File: src/rtl/id_scanner_if.sv
// Character-stream and token-report bundle for id_scanner.
// The master drives characters in; the slave (the scanner) reports tokens.
// LEN_W must equal $clog2(MAX_LEN+1) of the attached scanner.
interface id_scanner_if #(
    parameter int CHAR_W = 8,
    parameter int LEN_W  = 5,
    parameter int CNT_W  = 16
);
    logic [CHAR_W-1:0] char;
    logic              char_valid;
    logic              flush;
    logic              out;
    logic              tok_valid;
    logic [LEN_W-1:0]  tok_len;
    logic              tok_ovf;
    logic [CNT_W-1:0]  tok_count;

    modport master (
        output char, char_valid, flush,
        input  out, tok_valid, tok_len, tok_ovf, tok_count
    );

    modport slave (
        input  char, char_valid, flush,
        output out, tok_valid, tok_len, tok_ovf, tok_count
    );
endinterface

File: src/rtl/id_scanner.sv
// Streaming identifier tokenizer.
// Classifies one character per accepted cycle, tracks whether the current
// token is a legal identifier (letter then letters/digits) and, when an
// identifier ends (delimiter or flush), reports its saturated length, an
// overflow flag and a running identifier count.
// Optional feature macro: ID_UNDERSCORE_EN -- when defined, '_' counts as a
// letter; otherwise it is a delimiter.
module id_scanner #(
    parameter int  CHAR_W  = 8,
    parameter int  MAX_LEN = 16,
    parameter int  CNT_W   = 16,
    localparam int LEN_W   = $clog2(MAX_LEN + 1)
) (
    input logic         clk,
    input logic         rst,
    id_scanner_if.slave bus
);

    typedef enum logic [1:0] {
        IDLE  = 2'd0,
        IDENT = 2'd1,
        BAD   = 2'd2
    } state_t;

    typedef enum logic [1:0] {
        CL_DELIM  = 2'd0,
        CL_LETTER = 2'd1,
        CL_DIGIT  = 2'd2
    } cls_t;

    // Any character with bits above bit 6 set falls outside every range
    // below, so it classifies as a delimiter without a separate test.
    function automatic cls_t classify(input logic [CHAR_W-1:0] c);
        cls_t r;
        r = CL_DELIM;
        if ((c >= CHAR_W'(8'h41) && c <= CHAR_W'(8'h5A)) ||
            (c >= CHAR_W'(8'h61) && c <= CHAR_W'(8'h7A)))
            r = CL_LETTER;
        else if (c >= CHAR_W'(8'h30) && c <= CHAR_W'(8'h39))
            r = CL_DIGIT;
`ifdef ID_UNDERSCORE_EN
        if (c == CHAR_W'(8'h5F))
            r = CL_LETTER;
`else
        // '_' stays a delimiter, so "a_b" splits into two identifiers.
`endif
        return r;
    endfunction

    function automatic logic at_max(input logic [LEN_W-1:0] v);
        return (v == LEN_W'(MAX_LEN));
    endfunction

    // Length counter that sticks at MAX_LEN.
    function automatic logic [LEN_W-1:0] sat_inc(input logic [LEN_W-1:0] v);
        return at_max(v) ? v : v + LEN_W'(1);
    endfunction

    state_t           state_p0, state_p1;
    cls_t             cls_p0;
    logic [LEN_W-1:0] len_p0, len_p1;
    logic             ovf_p0, ovf_p1;
    logic             emit_p0;
    logic [LEN_W-1:0] emit_len_p0;
    logic             emit_ovf_p0;

    logic             out_p1;
    logic             tok_valid_p1;
    logic [LEN_W-1:0] tok_len_p1;
    logic             tok_ovf_p1;
    logic [CNT_W-1:0] tok_count_p1;

    // ---- stage p0: classify the character, compute next state and emit ----
    // Next-state / token bookkeeping: the character is applied first, then flush ends the token.
    always_comb begin
        state_d_defaults: begin
            state_p0    = state_p1;
            len_p0      = len_p1;
            ovf_p0      = ovf_p1;
            emit_p0     = 1'b0;
            emit_len_p0 = len_p1;
            emit_ovf_p0 = ovf_p1;
            cls_p0      = classify(bus.char);
        end

        if (bus.char_valid) begin
            case (state_p1)
                IDLE: begin
                    if (cls_p0 == CL_LETTER) begin
                        state_p0 = IDENT;
                        len_p0   = LEN_W'(1);
                        ovf_p0   = 1'b0;
                    end else if (cls_p0 == CL_DIGIT) begin
                        state_p0 = BAD;
                    end
                end
                IDENT: begin
                    if (cls_p0 != CL_DELIM) begin
                        ovf_p0 = ovf_p1 | at_max(len_p1);
                        len_p0 = sat_inc(len_p1);
                    end else begin
                        emit_p0  = 1'b1;
                        state_p0 = IDLE;
                    end
                end
                BAD: begin
                    if (cls_p0 == CL_DELIM)
                        state_p0 = IDLE;
                end
                default: state_p0 = IDLE;
            endcase
        end

        if (bus.flush) begin
            if (state_p0 == IDENT)
                emit_p0 = 1'b1;
            state_p0 = IDLE;
        end

        // The reported length is the token as it stands after this character;
        // a delimiter never advanced it, so it is not counted.
        emit_len_p0 = len_p0;
        emit_ovf_p0 = ovf_p0;
        if (emit_p0) begin
            len_p0 = '0;
            ovf_p0 = 1'b0;
        end
    end

    // ---- stage p1: registered state and token outputs ----
    // FSM state register; reset drops any partial token.
    always_ff @(posedge clk) begin
        if (rst)
            state_p1 <= IDLE;
        else
            state_p1 <= state_p0;
    end

    // Running length/overflow of the current token; only meaningful in IDENT.
    always_ff @(posedge clk) begin
        len_p1 <= len_p0;
        ovf_p1 <= ovf_p0;
    end

    // Token report registers: pulse on emit, hold length/flag otherwise.
    always_ff @(posedge clk) begin
        if (rst) begin
            out_p1       <= 1'b0;
            tok_valid_p1 <= 1'b0;
            tok_len_p1   <= '0;
            tok_ovf_p1   <= 1'b0;
            tok_count_p1 <= '0;
        end else begin
            out_p1       <= (state_p0 == IDENT);
            tok_valid_p1 <= emit_p0;
            if (emit_p0) begin
                tok_len_p1   <= emit_len_p0;
                tok_ovf_p1   <= emit_ovf_p0;
                tok_count_p1 <= tok_count_p1 + CNT_W'(1);
            end
        end
    end

    assign bus.out       = out_p1;
    assign bus.tok_valid = tok_valid_p1;
    assign bus.tok_len   = tok_len_p1;
    assign bus.tok_ovf   = tok_ovf_p1;
    assign bus.tok_count = tok_count_p1;

endmodule

File: src/flat_wrapper.sv
// flat-port wrapper written by rule: the top's interface ports become plain ports
module id_scanner_flat 
#(
    parameter int  CHAR_W  = 8,
    parameter int  MAX_LEN = 16,
    parameter int  CNT_W   = 16,
    localparam int LEN_W   = $clog2(MAX_LEN + 1)
)
  (clk, rst, bus_char, bus_char_valid, bus_flush, bus_out, bus_tok_valid, bus_tok_len, bus_tok_ovf, bus_tok_count);
  id_scanner_if #(.CHAR_W(CHAR_W), .LEN_W(($clog2(MAX_LEN + 1))), .CNT_W(CNT_W)) bus_i ();
  input logic clk;
  input logic rst;
  input wire logic [$bits(bus_i.char)-1:0] bus_char;
  input wire logic [$bits(bus_i.char_valid)-1:0] bus_char_valid;
  input wire logic [$bits(bus_i.flush)-1:0] bus_flush;
  output wire logic [$bits(bus_i.out)-1:0] bus_out;
  output wire logic [$bits(bus_i.tok_valid)-1:0] bus_tok_valid;
  output wire logic [$bits(bus_i.tok_len)-1:0] bus_tok_len;
  output wire logic [$bits(bus_i.tok_ovf)-1:0] bus_tok_ovf;
  output wire logic [$bits(bus_i.tok_count)-1:0] bus_tok_count;
  assign bus_i.char = bus_char;
  assign bus_i.char_valid = bus_char_valid;
  assign bus_i.flush = bus_flush;
  assign bus_out = bus_i.out;
  assign bus_tok_valid = bus_i.tok_valid;
  assign bus_tok_len = bus_i.tok_len;
  assign bus_tok_ovf = bus_i.tok_ovf;
  assign bus_tok_count = bus_i.tok_count;
  id_scanner #(.CHAR_W(CHAR_W), .MAX_LEN(MAX_LEN), .CNT_W(CNT_W)) u_core (.clk(clk), .rst(rst), .bus(bus_i));
endmodule
File: config.mk
export PLATFORM = sky130hd
export DESIGN_NAME = id_scanner_flat
export DESIGN_NICKNAME = d
export VERILOG_FILES = /design/src/rtl/id_scanner_if.sv /design/src/rtl/id_scanner.sv /design/src/flat_wrapper.sv
export SDC_FILE = /design/constraint.sdc
export NUM_CORES = 1
export LEC_CHECK = 0
export CELL_PAD_IN_SITES_DETAIL_PLACEMENT = 2
export CELL_PAD_IN_SITES_GLOBAL_PLACEMENT = 2
export CORE_ASPECT_RATIO = 0.75
export CORE_MARGIN = 8
export CORE_UTILIZATION = 27
export CTS_BUF_LIST = sky130_fd_sc_hd__clkbuf_8
export CTS_CLUSTER_SIZE = 14
export DETAILED_ROUTE_END_ITERATION = 16
export PLACE_DENSITY_LB_ADDON = 0.3
export SLEW_MARGIN = 20
export SYNTH_ARGS = -nofsm -noshare
export SYNTH_HDL_FRONTEND = slang
export SYNTH_SLANG_ARGS = --single-unit
File: constraint.sdc
create_clock -name clk -period 2.6 [get_ports clk]
set_clock_uncertainty 0.2 [all_clocks]
set_input_delay 0.52 -clock clk [delete_from_list [all_inputs] [get_ports clk]]
set_output_delay 0.52 -clock clk [all_outputs]
set_load 0.005 [all_outputs]
==> flow_summary.ini <==
[route]
first_iter_violations = 98
ant_nets = 0
num_vias = 1857
drt_pre_antenna_iters = 4
vias_per_cell = 5.17
remaining_drc_errors = 0
wl_per_cell_um = 17.7
wl_um = 6350

[floorplanning]
core_mm2 = 0.00616
die_x_um = 107
rows = 25
initial_core_util_pct = 27.2
ios = 36
die_h_um = 84.2
die_area_mm2 = 0.00900

[timing]
max_slew_margin_pct = 65.2
final_hold_viol_count = 0
slew_viol_final = 0
finalCritPeriodShare_pct = 95.5
setup-violations-final = 0
fin_crit_ns = 2.48
max_clock_freq_mhz = 403
rsz0062_at_grt = no
tightestPinTransition_ns = 0.520

[clock_network]
clock_sinks = 32
clk_pin_slew_ns = 0.07
ctsLongestPathBuffers = 2
cts_htree_levels = 2
cts_buffers = 5
hold_buffers = 0
cts_tree = built
root_buffer = clkbuf_8
clk_latency_ns = 0.30

[logic_synthesis]
synth_fp_nets = 218
synth.distinct_cells = 51
synth.most_common_cell = dfxtp_1
syn_inst = 203
yosys-top-cells-area = dfxtp_1, nor2_1, nand2_1
ys_ff_latch = 32
syn_avg_cell_area_um2 = 8.25
yosysTopAreaCellShare_pct = 38.3
synthTopCellsByCount = dfxtp_1, nor2_1, nand2_1, a21oi_1, nand3_1
seq_area_frac_synth_pct = 38.3
async_flop_share_pct = 0
synth_ff_type = dfxtp_1
synth_edf_count = 0
synth_largest_area_cell = dfxtp_1
ys_warn_count = 0
synth_area_mm2 = 0.00167

[placement]
gp_congestion = 0.749
dpl_cell_area_mm2 = 0.00238
dp_hpwl_um = 4520
numPortBuffers = 35

[power_and_ir_drop]
p_total_w = 0.00122
power_per_cell_area_mw_per_mm2 = 472
ir_worst_vdd_v = 0.000199
leakage_nw = 0.946

[grt]
met1_usage_pct = 18.4
busiest_layer = met2
gr-usage-met3_pct = 3.37
grtUsageMet2_pct = 23.2
grt_max_degree = 15
grt-ovfl-total = 0
grt_pass1_vias = 2006
antenna_found_initial = 0
track_usage_pct = 14.5
grt_pass1_wl_um = 10400

[critical_path]
cpMaxStageDelayCell = or4_4
path_delay_family = simple AND/OR/NAND/NOR gates
max_stage_delay_ns = 0.55
cp.arrival_ns = 2.51
crit_buf_inv = 2
required_ns = 2.63
worstSetupEndpointType = register
worstSetupStartpointType = input pin
path_max_fanout = 4
crit_chain = dlygate4sd2_1 -> or4_4 -> o22ai_2 -> buf_4 -> o21ai_2 -> a21o_1 -> or4_1 -> o21ai_1
worstSetupPathType = input pin to register

[min_path]
hp-class = register to register

[outcome]
outcome = complete, no violations

[finish]
final-seq-area_um2 = 641
multi_input_area_mm2 = 0.00104
design_area_mm2 = 0.00257
nFillCells = 690
area_delta_synth_final_pct = 53.8
n_antenna_cell = 0
drive_gt1_share_pct = 23.4
fin_nets = 292

[flow_run]
drv_cap = 0
stage by stage:
| stage | hold slack (ns) | TNS (ns) | cells | utilization [%] | setup slack (ns) |
|---|---|---|---|---|---|
| global placement | 0.245 | -6.92 | 348 | 38.6 | -0.404 |
| global route | 0.283 | 0 | 359 | 41.8 | 0.0401 |
| finish | 0.269 | 0 | 359 | 41.8 | 0.117 |
| detailed placement | 0.250 | -8.64 | 348 | 38.6 | -0.473 |
| CTS | 0.271 | 0 | 359 | 41.4 | 0.0449 |
| floorplan | 0.253 | 0 | 203 | - | 0.0819 |
final cells by class:
| cell class | count | area share [%] |
|---|---|---|
| inverter | 3 | 0.437 |
| sequential | 32 | 24.9 |
| clock inverter | 1 | 1.17 |
| clock buffer | 7 | 3.74 |
| tap | 81 | 3.94 |
| multi-input combinational | 161 | 40.3 |
| timing repair buffer | 74 | 25.6 |
cell usage in the layout, fill, tap and decap left out, types with 4 or more instances in the layout:
master / netlist / routed
nor2b_1: 4 / 4
o21ai_0: 9 / 9
nand3_1: 10 / 10
clkdlybuf4s50_1: 0 / 31
o21ai_2: 1 / 4
clkbuf_8: 0 / 7
nor2_1: 25 / 25
nand2b_1: 4 / 4
a21oi_1: 13 / 10
nand4_1: 6 / 6
nand2_1: 19 / 19
nor3_1: 6 / 6
buf_4: 0 / 37
dfxtp_1: 32 / 32
a21oi_2: 1 / 4
xor2_1: 5 / 5
repair_timing:
| item | 4_1_cts | 5_1_grt |
|---|---|---|
| resized for setup | 10 | 6 |
| pin swaps | 7 | 2 |
| gates cloned | 0 | 0 |
| setup endpoints to repair | 12 | 13 |
| setup buffers | 3 | 0 |
tightest hold or removal path, stage by stage (launching register included):
cell and delay (ns):
dfxtp_1 0.32, nand2_1 0.05, a21oi_1 0.05
registers in the layout, indices dropped and copies added (netlist names):
| signal | count |
|---|---|
| u_core.bus.out | 1 |
| u_core.bus.tok_count | 16 |
| u_core.bus.tok_len | 5 |
| u_core.bus.tok_ovf | 1 |
| u_core.bus.tok_valid | 1 |
| u_core.len_p1 | 5 |
| u_core.ovf_p1 | 1 |
| u_core.state_p1 | 2 |
power by group:
part | total (W) | internal (W) | switching, W
Combinational | 0.000152 | 0.0000779 | 0.0000746
Sequential | 0.000516 | 0.000501 | 0.0000151
Clock | 0.000548 | 0.000338 | 0.000209
Total | 0.00122 | 0.000918 | 0.000299
cells by family after synthesis:
| kind of cell | share of synthesized area (%) |
|---|---|
| multiplexers | 1.35 |
| AND/OR/NAND/NOR | 28.5 |
| adder cells (fa/ha/maj) | 2.24 |
| XOR/XNOR | 3.66 |
| flip-flops | 38.3 |
| buffers and inverters | 2.39 |
| AO/OA/AOI/OAI | 23.6 |
per-layer routing:
metal	up-vias	wire length (µm)
met5	-	0
met4	0	74
met3	5	221
met2	31	2910
met1	928	3140
li1	893	-
worst paths after layout:
check	start	slack, ns	end	cells after the start
max	bus_char[0]	0.12	u_core.bus.tok_count[4]	8
min	u_core.bus.tok_len[0]	0.27	u_core.bus.tok_len[0]	2
max reg2reg	u_core.bus.tok_count[3]	0.33	u_core.bus.tok_count[15]	6
min reg2reg	u_core.bus.tok_len[0]	0.27	u_core.bus.tok_len[0]	2
No activity file was read; power rests on OpenSTA's default activity.
==> variant, RTL diff (config.mk and constraints unchanged) <==
`CNT_W` is set to 16 in 3 places; all go to 20.
--- a/src/rtl/id_scanner_if.sv
+++ b/src/rtl/id_scanner_if.sv
@@ -6,3 +6,3 @@
     parameter int LEN_W  = 5,
-    parameter int CNT_W  = 16
+    parameter int CNT_W  = 20
 );
--- a/src/rtl/id_scanner.sv
+++ b/src/rtl/id_scanner.sv
@@ -10,3 +10,3 @@
     parameter int  MAX_LEN = 16,
-    parameter int  CNT_W   = 16,
+    parameter int  CNT_W   = 20,
     localparam int LEN_W   = $clog2(MAX_LEN + 1)
--- a/src/flat_wrapper.sv
+++ b/src/flat_wrapper.sv
@@ -5,3 +5,3 @@
     parameter int  MAX_LEN = 16,
-    parameter int  CNT_W   = 16,
+    parameter int  CNT_W   = 20,
     localparam int LEN_W   = $clog2(MAX_LEN + 1)
Ports: changed (resized bus_tok_count); port bits go from 36 to 40. No check against the original RTL was run, so the function may have changed too.
==> variant against the original RTL <==
  * Hold slack improved by 44 ps
  * Cell area rose by 9.5%
  * Total power fell by 1.6%
  * Synthesized cell count rose by 12%
  * Worst setup slack got worse by 61 ps
  * Wire length rose by 13%
  * Fmax fell by 2.4%
  * Sequential cell count rose by 4
  * Combinational power rose by 23%
  * Area after synthesis rose by 13%
  * Critical endpoint is now u_core.bus.tok_count[10]
  * Highest routed layer unchanged
==> variant: results (changes against the original RTL) <==
Pwr
  – Worst IR drop on VDD: 0.157 mV (was 0.199 mV)
  – Leak: 0.975 nW (was 0.946 nW)

Synthesis
  – Post-synthesis mux area share: 0.0119 (was 0.0135)
  – Synth top area cells: dfxtp_1, nor2_1, xnor2_1 (was dfxtp_1, nor2_1, nand2_1)
  – XOR/XNOR share of the synthesized area: 0.0507 (was 0.0366)
  – Seq/Total Area, Yosys: 0.379 (was 0.383)
  – Share of the synthesized area in the top cell type: 0.379 (was 0.383)
  – Synth cell count leaders: dfxtp_1, nor2_1, a21oi_1 (was dfxtp_1, nor2_1, nand2_1)
  – Synth Area per Inst: 8.37 um^2 (was 8.25 um^2)
  – Netlist cell types: 45 (was 51)
  – Post-synthesis compound-gate area fraction: 0.240 (was 0.236)

Worst setup path
  – Worst EP arrival: 2580 ps (was 2510 ps)
  – Crit Reg-Reg Startpoint: u_core.bus.tok_count[7] (was u_core.bus.tok_count[3])

Placed design
  – PortBufs: 39 (was 35)
  – DPL Wire Length: 5260 um (was 4520 um)
  – Placed cells: 370 (was 348)
  – Pre-CTS setup slack: -486 ps (was -473 ps)
  – Placer congestion estimate: 0.757 (was 0.749)

Finish
  – Layout Nets: 311 (was 292)
  – Share of layout cells above drive strength 1: 0.229 (was 0.234)
  – Non-filler cells, final: 381 (was 359)
  – Max reg flops: 20 (was 16)
  – Number of fill cells in the layout: 748 (was 690)
  – Core Util, Final: 0.415 (was 0.418)

Timing
  – Slew HR: 0.512 (was 0.652)

Global routing
  – GRT Total Usage: 0.149 (was 0.145)
  – Global-route wire length before repair: 11800 um (was 10400 um)

CTS
  – Post-CTS Resized: 21 (was 10)

Min path
  – Worst Hold Path EP: u_core.bus.tok_len[2] (was u_core.bus.tok_len[0])
  – HP Start: u_core.bus.tok_len[2] (was u_core.bus.tok_len[0])

Detailed routing
  – DRT Pass-1 Iters: 6 (was 4)
  – DR vias: 2055 (was 1857)

Run status
  – Run status: finished clean (unchanged)
## variant: changes by cell type in the layout (fill, tap and decap cells not counted), moves of 5 or more
| cell | delta |
|---|---|
| inv_1 | +9 |
| xnor2_1 | +9 |
| nand2_1 | -8 |
| a211oi_1 | +6 |
| nor2_1 | +5 |
| o21ai_0 | -5 |
| xor2_1 | -5 |
## variant: routing by layer
metal | track usage | share of wire | vias to the layer above
met5 | 0 | 0 | -
met2 | 0.234 | 0.45 | 31
met1 | 0.194 | 0.49 | 1037
met4 | 0.0439 | 0.0092 | 0
met3 | 0.0429 | 0.048 | 5
li1 | - | - | 982
## variant: area by class of cell
class                   instances  share of cell area
clock buffers                   6              0.0293
clock inverters                 2             0.00266
inverters                      10              0.0133
multi-input cells             170               0.434
flip-flops and latches         36               0.256
well taps                      84              0.0373
repair buffers                 73               0.228
## variant: report_power, final
group	switching [mW]	total (mW)	internal, mW
Sequential	0.0213	0.589	0.568
Combinational	0.0977	0.187	0.0891
Clock	0.213	0.422	0.209
## variant: worst register-to-register path: stages, from the launching register on
cell and delay [ps]:
dfxtp_1 440, nand4_1 220, nor3_1 250, and4_1 240, nand4_1 180, nor4b_2 270
mux2_2 360
## variant: worst max path at each step
stage                           start                       end  slack (ps)  cells past startpoint
after detailed placement  bus_char[4]  u_core.bus.tok_count[14]        -490                      7
after global routing      bus_char[5]   u_core.bus.tok_count[2]         -50                      8
final                     bus_char[2]  u_core.bus.tok_count[10]          60                      7
after CTS                 bus_char[7]        u_core.bus.tok_ovf         0.4                      8
after floorplan           bus_char[4]  u_core.bus.tok_count[14]          30                      7
after global placement    bus_char[4]  u_core.bus.tok_count[19]        -420                      7
